--- src/rtl/ram_access_ctrl_pkg.sv ---
`default_nettype none
// ============================================================================
//  Module      : ram_access_ctrl_pkg
//  Description : Shared fill-FSM state encoding and RAM data width for the
//                RAM access controller.
//  Revision    : 1.0 - initial release
// ============================================================================
package ram_access_ctrl_pkg;

    localparam int RAM_DATA_W = 32;

    typedef enum logic [0:0] {
        S_IDLE = 1'b0,
        S_FILL = 1'b1
    } fill_state_e;

endpackage : ram_access_ctrl_pkg
`default_nettype wire

--- src/rtl/ram_access_ctrl_resp_buf.sv ---
`default_nettype none
// ============================================================================
//  Module      : ram_resp_buf
//  Description : 2-entry synchronous FIFO holding read responses; the head
//                entry is a register so the output data is registered.
//  Revision    : 1.0 - initial release
// ============================================================================
module ram_resp_buf
    import ram_access_ctrl_pkg::*;
(
    input  logic                  CLK,
    input  logic                  RST,
    input  logic                  push_i,
    input  logic [RAM_DATA_W-1:0] data_i,
    input  logic                  pop_i,
    output logic [RAM_DATA_W-1:0] data_o,
    output logic                  valid_o,
    output logic [1:0]            count_o
);

    logic [RAM_DATA_W-1:0] head_q, head_d;
    logic [RAM_DATA_W-1:0] tail_q, tail_d;
    logic [1:0]            count_q, count_d;
    logic                  pop_ok;

    always_comb begin
        head_d  = head_q;
        tail_d  = tail_q;
        count_d = count_q;
        pop_ok  = pop_i && (count_q != 2'd0);
        case ({push_i, pop_ok})
            2'b10: begin
                if (count_q == 2'd0) begin
                    head_d = data_i;
                end else begin
                    tail_d = data_i;
                end
                count_d = count_q + 2'd1;
            end
            2'b01: begin
                head_d  = tail_q;
                tail_d  = '0;
                count_d = count_q - 2'd1;
            end
            2'b11: begin
                // Simultaneous push and pop keeps occupancy constant.
                if (count_q == 2'd1) begin
                    head_d = data_i;
                end else begin
                    head_d = tail_q;
                    tail_d = data_i;
                end
            end
            default: begin
            end
        endcase
    end

    always_ff @(posedge CLK) begin
        if (!RST) begin
            head_q  <= '0;
            tail_q  <= '0;
            count_q <= 2'd0;
        end else begin
            head_q  <= head_d;
            tail_q  <= tail_d;
            count_q <= count_d;
        end
    end

    assign data_o  = head_q;
    assign valid_o = (count_q != 2'd0);
    assign count_o = count_q;

endmodule : ram_resp_buf
`default_nettype wire

--- src/rtl/ram_access_ctrl.sv ---
`default_nettype none
// ============================================================================
//  Module      : ram_access_ctrl
//  Description : Arbitrates single-word reads and burst fills onto a RAM with
//                separate read/write ports; reads return via a 2-entry buffer.
//  Revision    : 1.0 - initial release
// ============================================================================
module ram_access_ctrl
    import ram_access_ctrl_pkg::*;
#(
    parameter int WIDTH = 10
) (
    input  logic                  CLK,
    input  logic                  RST,
    input  logic                  RREQ_VALID,
    output logic                  RREQ_READY,
    input  logic [WIDTH-1:0]      RREQ_ADDR,
    output logic                  RRESP_VALID,
    input  logic                  RRESP_READY,
    output logic [RAM_DATA_W-1:0] RRESP_DATA,
    input  logic                  FILL_START,
    input  logic [WIDTH-1:0]      FILL_ADDR,
    input  logic [WIDTH-1:0]      FILL_LEN,
    input  logic                  FILL_VALID,
    output logic                  FILL_READY,
    input  logic [RAM_DATA_W-1:0] FILL_DATA,
    output logic                  FILL_BUSY,
    output logic                  FILL_DONE,
    output logic                  RAM_RDEN,
    output logic [WIDTH-1:0]      RAM_RADDR,
    input  logic [RAM_DATA_W-1:0] RAM_RDATA,
    output logic                  RAM_WREN,
    output logic [WIDTH-1:0]      RAM_WADDR,
    output logic [RAM_DATA_W-1:0] RAM_WDATA
);

    localparam logic [WIDTH-1:0] C_ONE = WIDTH'(1);

    fill_state_e      state_q, state_d;
    logic [WIDTH-1:0] addr_q, addr_d;
    logic [WIDTH-1:0] cnt_q, cnt_d;
    logic             done_q, done_d;
    logic             inflight_q;
    logic             wr_beat;
    logic             rd_accept;
    logic             resp_pop;
    logic [1:0]       buf_count;

    always_comb begin
        state_d = state_q;
        addr_d  = addr_q;
        cnt_d   = cnt_q;
        done_d  = 1'b0;
        wr_beat = 1'b0;
        case (state_q)
            S_IDLE: begin
                if (FILL_START) begin
                    state_d = S_FILL;
                    addr_d  = FILL_ADDR;
                    cnt_d   = FILL_LEN;
                end
            end
            S_FILL: begin
                // Beats are held off during a reset cycle so nothing reaches the RAM.
                if (FILL_VALID && RST) begin
                    wr_beat = 1'b1;
                    addr_d  = addr_q + C_ONE;
                    cnt_d   = cnt_q - C_ONE;
                    if (cnt_q == '0) begin
                        state_d = S_IDLE;
                        done_d  = 1'b1;
                    end
                end
            end
            default: state_d = S_IDLE;
        endcase
    end

    always_ff @(posedge CLK) begin
        if (!RST) begin
            state_q    <= S_IDLE;
            addr_q     <= '0;
            cnt_q      <= '0;
            done_q     <= 1'b0;
            inflight_q <= 1'b0;
        end else begin
            state_q    <= state_d;
            addr_q     <= addr_d;
            cnt_q      <= cnt_d;
            done_q     <= done_d;
            inflight_q <= rd_accept;
        end
    end

    // Credit check: occupancy plus the read in flight must leave room, unless
    // the consumer drains an entry this same cycle.
    assign resp_pop   = RRESP_VALID && RRESP_READY;
    assign RREQ_READY = RST && (state_q == S_IDLE) && !FILL_START &&
                        ((({1'b0, buf_count} + {2'b00, inflight_q}) < 3'd2) || resp_pop);
    assign rd_accept  = RREQ_READY && RREQ_VALID;

    assign RAM_RDEN   = rd_accept;
    assign RAM_RADDR  = rd_accept ? RREQ_ADDR : '0;
    assign RAM_WREN   = wr_beat;
    assign RAM_WADDR  = wr_beat ? addr_q : '0;
    assign RAM_WDATA  = wr_beat ? FILL_DATA : '0;

    assign FILL_READY = (state_q == S_FILL);
    assign FILL_BUSY  = (state_q == S_FILL);
    assign FILL_DONE  = done_q;

    ram_resp_buf u_resp_buf (
        .CLK     (CLK),
        .RST     (RST),
        .push_i  (inflight_q),
        .data_i  (RAM_RDATA),
        .pop_i   (resp_pop),
        .data_o  (RRESP_DATA),
        .valid_o (RRESP_VALID),
        .count_o (buf_count)
    );

endmodule : ram_access_ctrl
`default_nettype wire
--- config.mk ---
export PLATFORM = sky130hd
export DESIGN_NAME = ram_access_ctrl
export DESIGN_NICKNAME = d
export VERILOG_FILES = /design/src/rtl/ram_access_ctrl_pkg.sv /design/src/rtl/ram_access_ctrl_resp_buf.sv /design/src/rtl/ram_access_ctrl.sv
export SDC_FILE = /design/constraint.sdc
export NUM_CORES = 1
export LEC_CHECK = 0
export ABC_AREA = 0
export CAP_MARGIN = 20
export CORE_MARGIN = 3
export CORE_UTILIZATION = 39
export CTS_CLUSTER_SIZE = 30
export DETAILED_ROUTE_END_ITERATION = 8
export PLACE_DENSITY = 0.75
export SLEW_MARGIN = 0
export SYNTH_ARGS = -nofsm -noshare
export SYNTH_HDL_FRONTEND = slang
export SYNTH_HIERARCHICAL = 1
export SYNTH_SLANG_ARGS = --single-unit
--- constraint.sdc ---
create_clock -name CLK -period 2.1 [get_ports CLK]
set_clock_uncertainty 0.05 [all_clocks]
set_input_delay 0.42 -clock CLK [delete_from_list [all_inputs] [get_ports CLK]]
set_output_delay 0.42 -clock CLK [all_outputs]
set_load 0.02 [all_outputs]
==> results list <==
* Leakage: 2.99 nW
- Share of synthesized registers carrying an async set or reset: 0%
* Max Fclk: 0.436 GHz
- Entering global routing, the biggest net connects a little under 90 pins.
- Core area: between 10000 and 15000 um2
- Max-slew headroom: 49.5%
- Post-Synthesis Cell Area: roughly 4700 um2
- Data arrival at the endpoint of the critical path: roughly 1.8 ns
- In this run the mean area of a mapped cell was 7.96 um2.
- Counting the fill cells in the layout gives between 900 and 1000.
- Critical path endpoint category: primary output
- Post-detailed-placement half-perimeter wirelength: roughly 12 mm
- Post-route worst hold slack: between 0.4 and 0.5 ns
- The clock passes through at most 2 buffers.
- Vias after detailed routing: between 5000 and 6000
- The clock tree synthesis step divided the H-tree into 3 levels.
- Overall power consumption after layout is estimated at 0.00469 W.
* Num CTS Buffers: 9
- The final count of hold timing violations was 0.
* Data required, critical path: between 1.5 and 2 ns
- Avg WL per Cell: 19.6 um
* Port Buffers: 190
- Once layout is complete, the cells apart from fillers number 947.
- The most used flip-flop cell after synthesis is dfxtp_1.
- Yosys printed 6 warnings.
- Clock sink count: between 80 and 90
* Kind of start point of the critical path: flop
- Clock Tree Root: clkbuf_16
- ~190 I/O pins were placed.
- Status: finished, violations left
* Min Tclk post-route: between 2 and 2.5 ns
* Final antenna-violating net count: 0
- Post-detailed-routing wire length: 18.6 mm
* Post-synthesis net count: 700
- Clock-pin slew was measured on the worst setup and hold paths at approximately 0.070 ns.
- Total global-route track usage: around a quarter
- Routability-driven placement congestion ratio: approximately 0.85
* Unrepaired setup endpoints after global routing: true
* Classification of the worst setup path: reg2out
- Total count of max-transition violations in the final report: 0
- Worst-skew pair later-pin latency: 0.34 ns
* Congestion Overflow GR: 0
- Inserted Diodes: 0
* Via density: between 5 and 6
- Power density normalized to cell area: between 600 and 700 nW/um2
* Pre-CTS worst setup slack: -0.714 ns
- At the end of the flow, the number of nets in the layout was between 900 and 1000.
- Number of synthesized flops with an enable pin: 0
- In the finished design, the share of the clock period the worst path needs comes to 109%.
* First-pass GRT wire length: approximately 26 mm
- Via count of the first global-routing pass: ~5000
* Slew at the pin with the worst max-slew slack: between 0.7 and 0.8 ns
- Setup violations, final: 52
* Area growth syn-to-layout: 64.5%
* Cell Rows: 39
- Post-synthesis cell type count: 56
- The die is about 120 um tall.
- In the final layout, the share of cells above drive strength 1 is around 27%.
- Number of antenna violations at the first check in global routing: 0
- Most common library cell in the layout ignoring fill and taps: clkdlybuf4s50_1
- Counting tap cells, the placed design contains a total of 915 instances.
* Count of max-cap constraint violations: 0
- The first detailed-routing pass ran for 5 iterations.
* Sequential fraction of the synthesis area: ~38%
- Counting every instance in the synthesized netlist gives 591.
* Horizontal die dimension: 116 um
- The die covers approximately 13000 um2.
* Clock tree from TritonCTS: built
* Final worst setup slack: -0.192 ns
- Layout Utilization: approximately 67%
- After synthesis the netlist holds a flip-flop and latch count of approximately 90.
* Highest-count cells in the layout ignoring fill and taps: 132 x clkdlybuf4s50_1, 87 x dfxtp_1, 66 x o21ai_0, 54 x nand2_1, 45 x and2_1
* Iteration-0 DRC count of the detailed router: roughly 420
* Worst min-delay path class: reg2reg
- VDD sags by at most approximately 460 uV.
- In the routed design, unresolved DRC markers number 0.
- Once the floorplan was initialized, standard cells occupied around two fifths of the core.
- The checks that failed: negative setup slack.
* Largest driver fanout on the critical path: 6
## cell type report
type                       instances  area (um2)  area share, %
multi-input combinational        437        2960           38.2
timing repair buffer             246        2400           31.1
sequential                        89        1780           23.1
clock buffer                       9         225           2.91
tap                              143         179           2.31
clock inverter                     7         124           1.60
inverter                          16        67.6          0.873
## flip-flops by register name, indices dropped and copies added, names as in the netlist
register and flops:
u_resp_buf/tail_q 32, addr_q 10, FILL_BUSY 1, FILL_DONE 1, cnt_q 10, u_resp_buf/data_o 32
inflight_q 1, u_resp_buf/count_o 2
## report_power, final
group          internal [W]  total, W  switching [W]
combinational      0.000500  0.000941       0.000441
clock               0.00118   0.00190       0.000722
sequential          0.00178   0.00185      0.0000738
## cell families after synthesis
kind of cell,after synthesis,share of synthesized area (%)
xor+xnor,1,0.186
mux,6,1.44
compound gates,222,28.8
fa+ha+maj,9,2.39
buf+inv,66,6.73
flops,89,37.9
simple gates,198,22.5
## worst max-delay path, cell delays in order (launching register included)
cell     delay (ns)
dfxtp_2        0.32
inv_2          0.07
ha_4           0.15
inv_4          0.04
and2_4         0.13
or2_4          0.28
and4_4         0.23
and2_4         0.15
buf_6          0.12
## metal layers
layer	global-route usage [%]	wire [um]
met5	0	0
met4	7.81	483
met3	4.80	1510
met2	43.8	9350
met1	29.8	7240
## final timing paths
kind         depth (start not counted)  slack, ns                   from                     to
max                                  8      -0.19  u_resp_buf/count_o[1]           RAM_RADDR[4]
min                                  2       0.40  u_resp_buf/tail_q[21]  u_resp_buf/tail_q[21]
max reg2reg                         13      -0.13  u_resp_buf/count_o[1]   u_resp_buf/tail_q[4]
min reg2reg                          2       0.40  u_resp_buf/tail_q[21]  u_resp_buf/tail_q[21]
## repair_timing
| action | 4_1_cts | 5_1_grt |
|---|---|---|
| setup buffers | 6 | 1 |
| pin swaps | 30 | 62 |
| gates cloned | 4 | 8 |
| hold buffers | 0 | 0 |
| setup endpoints to repair | 109 | 108 |
| gates resized for setup | 271 | 108 |
## metrics by stage
step / instance area, um2 / setup TNS (ns)
2_1_floorplan: 4760 / 0
5_1_grt: 7740 / -10.11
3_5_place_dp: 6980 / -46.67
3_3_place_gp: 6980 / -43.24
6_report: 7740 / -4.64
4_1_cts: 7340 / -3.81
## cell usage after synthesis (all sizes together) (2+ instances only)
library cell	instances	share of area (%)
nor2	11	0.88
mux2i	3	0.64
o21ai	115	12
nand4	3	0.40
inv	16	1.3
a21boi	41	6.5
o221a	2	0.48
o22ai	3	0.40
nor4	3	0.53
nand2b	3	0.40
nor3	7	0.74
a21oi	11	1.2
and4	3	0.56
ha	9	2.4
o31ai	4	0.74
and2	57	7.6
clkbuf	29	2.4
nand2	54	4.3
buf	21	3.1
a211oi	2	0.43
a31oi	32	4.3
o2bb2ai	2	0.37
nor2b	5	0.66
or2	3	0.45
nor3b	2	0.32
nand3	39	4.3
dfxtp	89	38
mux2	3	0.80
and3	2	0.27
or4	2	0.48
o211ai	2	0.32
(Power assumes the default switching activity.)
